==> config.mk <==
export PLATFORM = sky130hd
export DESIGN_NAME = if_fetch_queue
export DESIGN_NICKNAME = d
export VERILOG_FILES = /design/src/rtl/if_fetch_queue.sv
export SDC_FILE = /design/constraint.sdc
export NUM_CORES = 1
export LEC_CHECK = 0
export ABC_AREA = 1
export CORE_ASPECT_RATIO = 0.9
export CORE_MARGIN = 5
export CORE_UTILIZATION = 36
export DETAILED_ROUTE_END_ITERATION = 6
export DONT_BUFFER_PORTS = 1
export SYNTH_ARGS = -nofsm -noshare
export SYNTH_HDL_FRONTEND = slang
export SYNTH_SLANG_ARGS = --single-unit
==> constraint.sdc <==
create_clock -name clk -period 6.9 [get_ports clk]
set_input_delay 1.38 -clock clk [delete_from_list [all_inputs] [get_ports clk]]
set_output_delay 1.38 -clock clk [all_outputs]
set_load 0.03 [all_outputs]
==> src/rtl/if_fetch_queue.sv <==
// if_fetch_queue: IF->ID {pc, code} FIFO with flush and NOP bubble when empty; same-cycle bypass when FETCHQ_BYPASS_EN is defined
module if_fetch_queue #(
  parameter int DEPTH = 4,
  localparam int AW = $clog2(DEPTH)
) (
  input  logic          clk,
  input  logic          reset,
  input  logic          flush,
  input  logic          in_valid,
  input  logic [31:0]   in_pc,
  input  logic [31:0]   in_code,
  output logic          in_ready,
  output logic          out_valid,
  output logic [31:0]   out_pc,
  output logic [31:0]   out_code,
  input  logic          out_ready,
  output logic [AW:0]   count
);
  logic [63:0] mem [DEPTH];
  logic [63:0] hd;
  logic [AW-1:0] wp, rp;
  logic [AW:0] cnt;
  logic empty, full, push, pop, wr, rd;
  assign empty = cnt == '0;
  assign full = cnt == (AW+1)'(DEPTH);
  assign in_ready = ~full;
  assign count = cnt;
  assign hd = mem[rp];
  assign push = in_valid & in_ready & ~flush;
  assign pop = out_valid & out_ready & ~flush;
`ifdef FETCHQ_BYPASS_EN
  logic byp;
  assign byp = empty & in_valid & ~flush;
  assign out_valid = ~empty | byp;
  assign out_pc = ~empty ? hd[63:32] : byp ? in_pc : '0;
  assign out_code = ~empty ? hd[31:0] : byp ? in_code : '0;
  assign wr = push & ~(byp & out_ready);
  assign rd = pop & ~byp;
`else
  assign out_valid = ~empty;
  assign out_pc = out_valid ? hd[63:32] : '0;
  assign out_code = out_valid ? hd[31:0] : '0;
  assign wr = push;
  assign rd = pop;
`endif
  // storage write; contents after flush/reset are don't-care
  always_ff @(posedge clk)
    if (wr) mem[wp] <= {in_pc, in_code};
  // pointers and occupancy; reset and flush both empty the queue
  always_ff @(posedge clk) begin
    if (reset || flush) begin
      wp <= '0;
      rp <= '0;
      cnt <= '0;
    end else begin
      if (wr) wp <= wp + 1'b1;
      if (rd) rp <= rp + 1'b1;
      if (wr != rd) cnt <= wr ? cnt + 1'b1 : cnt - 1'b1;
    end
  end
endmodule

---- Yosys cells after proc, flatten, opt, wreduce, memory -nomap -nowiden ----
Memory sizes are Yosys's and may differ from the RTL's. A register that Yosys moved wholly into a read port is not among the register bits.
Index checks and enable logic that the tools add are counted.
word-level totals
  memories ................................ 1
  input port bits ......................... 69
  output and inout port bits .............. 69
  memory bits (writable) .................. 256
  register bits ........................... 7
  logic and storage cells ................. 26
memory list
  memory  words  bits a word  read ports  clocked after memory_dff  wr ports  line  RTL
  mem     4      64           1           1                         1         19    logic [63:0] mem [DEPTH];
cells by class
  reductions and logical operators ........ 2
  multiplexer cells ....................... 7
  bitwise gates (word level) .............. 7
  equality and inequality tests ........... 2
  add/sub/neg operators ................... 4
operators by type and width
  cell                                               number
  2-to-1 mux 32 bit                                  2
  adder 2 x 1 -> 2 bit (second input constant)       2
  AND 1 bit                                          4
  2-to-1 mux 2 bit                                   2
  adder 3 x 1 -> 3 bit (second input constant)       1
  == test 3 bit (second input constant)              1
  logical NOT 3 bit                                  1
  2-to-1 mux 3 bit                                   1
  inverter 1 bit                                     3
  subtractor 3 x 1 -> 3 bit (second input constant)  1
  2-to-1 mux 1 bit                                   2
  logical OR 1 bit                                   1
  inequality test 1 bit                              1

---- Logic depth before layout (Yosys ltp) ----
  depth after elaboration ................. 6
  gate-level depth with buffers ........... 14
  mapped depth without buffers ............ 14

---- Worst setup path after synthesis ----
Ideal clock, no wire load.
  kind .................................... input to register
  from .................................... input in_valid
  to ...................................... memory mem[0][0] (enable)
  path buffers ............................ 1
  path slack .............................. 1.967 ns
  cell stages on the path ................. 5
  setup time .............................. 0.487 ns
  arrival ................................. 4.446 ns
  required time ........................... 6.413 ns
  cells stage by stage .................... inv_1 > nor2_1 > nand2_2 > buf_6 > nor2_1
on the way
  longest elaborated chain between the ends .. 4
ends and longest elaborated chain
  item                                    line  RTL
  start: declaration                      9     input logic in_valid,
  AND 1 bit (2 in a row)                  29    assign push = in_valid & in_ready & ~flush;
  2-to-1 mux 1 bit                        48    if (wr) mem[wp] <= {in_pc, in_code};
  2-to-1 mux 1 bit (implied by the code)  48
  end: declaration                        19
No other way between the ends.

==> metrics.yaml <==
status: "finished clean"
leakagePower_nw: 3.83
ys_seq_area_share_pct: 75.6
rsz0062_at_grt: "no"
hold_viol: 0
finalSetupTns_ns: 0
place_area_mm2: 0.0107
wire_per_inst_um: 18.6
start_util_pct: 36.2
grt_use_total_pct: 13.6
cts_sinks: 265
multi_input_area_mm2: 0.00225
post-route-util_pct: 40.4
ff2ff_setup_slack_ns: 3.88
routed_wl_mm: 22.6
place_hpwl_mm: 12.3
critPathKind: "reg2out"
slew_headroom_pct: 30.1
worstPathMaxFanout: 78
portBuffers: 0
whs_ns: 0.462
synth.largest_area_cell: "edfxtp_1"
antenna_found_initial: 0
synth_commonest_cells: "264 x nor2_1, 256 x edfxtp_1, 120 x o21ai_1"
worstMarginPinSlew_ns: 1.05
crit_path_start_kind: "flip-flop"
ys_ff_latch: 265
synth_edf_count: 256
synthArstFlopShare_pct: 0
dieArea_mm2: 0.0324
synthCells: 837
synth_area_leaders: "edfxtp_1 74%, nor2_1 9.5%, o21ai_1 5.8%"
place_ws_ns: 2.76
drtIter0Drc: 308
diodes: 0
hold_buffers: 0
post-route-period-util_pct: 67.5
overflow: 0
critPathRequiredTime_ns: 5.52
core.rowCount: 59
drtAntennaViolNets: 0
cts-root-to-sink-buffers: 3
synth_warnings: 0
yosys.cell_count.top_type: "nor2_1"
fmax_ghz: 0.215
syn_avg_cell_area_um2: 12.4
fp.dieH_um: 171
power_mw: 3.40
min_period_ns: 4.66
dp.cells: 1163
die_x_um: 189
drc_errors: 0
yosysTopAreaCellShare_pct: 73.9
htreeDepth: 1
regArea_mm2: 0.00787
final_cells: 1215
clkTransAtPathRegs_ns: 0.06
clock-skew-final_ns: 0.0137
fillers: 2676
grt_pass1_wl_mm: 34.8
ctsResizeCount: 0
grt_max_degree: 79
syn_nets: 911
areaGrowthSynthToFinish_pct: 11.6
ys.flop_type: "edfxtp_1"
core_mm2: 0.0287
finish.instance_area_mm2: 0.0116
firstDrtPassIters: 4
drive_gt1_share_pct: 7.77
cts_buffers: 28
setup_slack_ns: 2.24
clk_latency_ns: 0.53
peakVddDrop_mv: 0.231
gp_congestion: 0.702
viasPerCell: 4.98
fin_nets: 901
vias: 6048
arrival_ns: 3.28
post-cts-setup-buffers: 0
final-max-slew-violation-count: 0
p_per_area_mw_per_mm2: 292
hold_path_class: "reg2reg"
setup_violations: 0
grt_pass1_vias: 6039
syn_area_mm2: 0.0104
critPathCaptureType: "output pin"
root_buffer: "clkbuf_16"
yosysUniqueCellTypes: 20
ios: 138
cts_tree: "built"
max_cap_violations: 0
==> logic make-up (layout without fill, tap and decap cells) <==
kind of cell    Yosys count  in the layout  synth area share [%]
flops                   265            265                  75.6
compound gates          201            201                  9.67
simple gates            295            295                  11.1
buf+inv                  71             83                  3.04
fa+ha+maj                 5              5                 0.601
==> cell type report <==
cell class | count | area share, %
clock buffers | 35 | 6.44
well taps | 366 | 3.94
flip-flops and latches | 265 | 67.8
multi-input cells | 501 | 19.4
clock inverters | 17 | 1.14
inverters | 22 | 0.733
repair buffers | 9 | 0.582
==> per-layer routing <==
layer  share of wire [%]  routed length, um  vias up  track usage [%]
met5                   0                  0        -                0
met4                 2.1                485        0             3.45
met3                 8.8               2000       32             5.13
met2                  46              10400      156             22.3
met1                  43               9720     2933             17.1
li1                    -                  -     2927                -
==> worst paths after layout <==
path,start,endpoint,cells after the start
max,flip-flop,out_pc[25],4
min,rp[1]$_SDFFE_PP0P_,flip-flop,2
max reg2reg,count[1]$_SDFFE_PP0P_,mem[0][30]$_DFFE_PP_,5
min reg2reg,rp[1]$_SDFFE_PP0P_,flip-flop,2
==> critical path: stages (launching register included) <==
cell,delay [ns]
dfxtp_4,0.55
inv_4,0.70
buf_4,0.57
o21ai_1,0.14
a21oi_1,0.66
==> state kept, by name, summed over array words and instances, names as in the netlist, named ones only <==
name / count
count: 3
mem: 256
rp: 2
wp: 2
==> report_power, final <==
part	total, mW	leakage [nW]	internal [mW]	switching [mW]
clock network	1.43	0.434	0.840	0.585
registers	1.81	2.40	1.80	0.0108
logic	0.165	1.00	0.0275	0.137
==> layout by cell type, fill, tap and decap left out, types with 4 or more instances in the layout <==
| cell type | instances |
|---|---|
| clkinv_2 | 5 |
| clkinv_1 | 8 |
| o21ai_0 | 10 |
| a21oi_1 | 71 |
| clkbuf_1 | 6 |
| buf_4 | 9 |
| nor2_4 | 4 |
| nand2_1 | 14 |
| edfxtp_1 | 256 |
| clkbuf_16 | 29 |
| nor2_1 | 260 |
| nand2_2 | 6 |
| ha_1 | 5 |
| nand3_1 | 6 |
| inv_1 | 19 |
| dfxtp_1 | 7 |
| o21ai_1 | 120 |
Note: power is estimated with default switching activity, not from simulation.
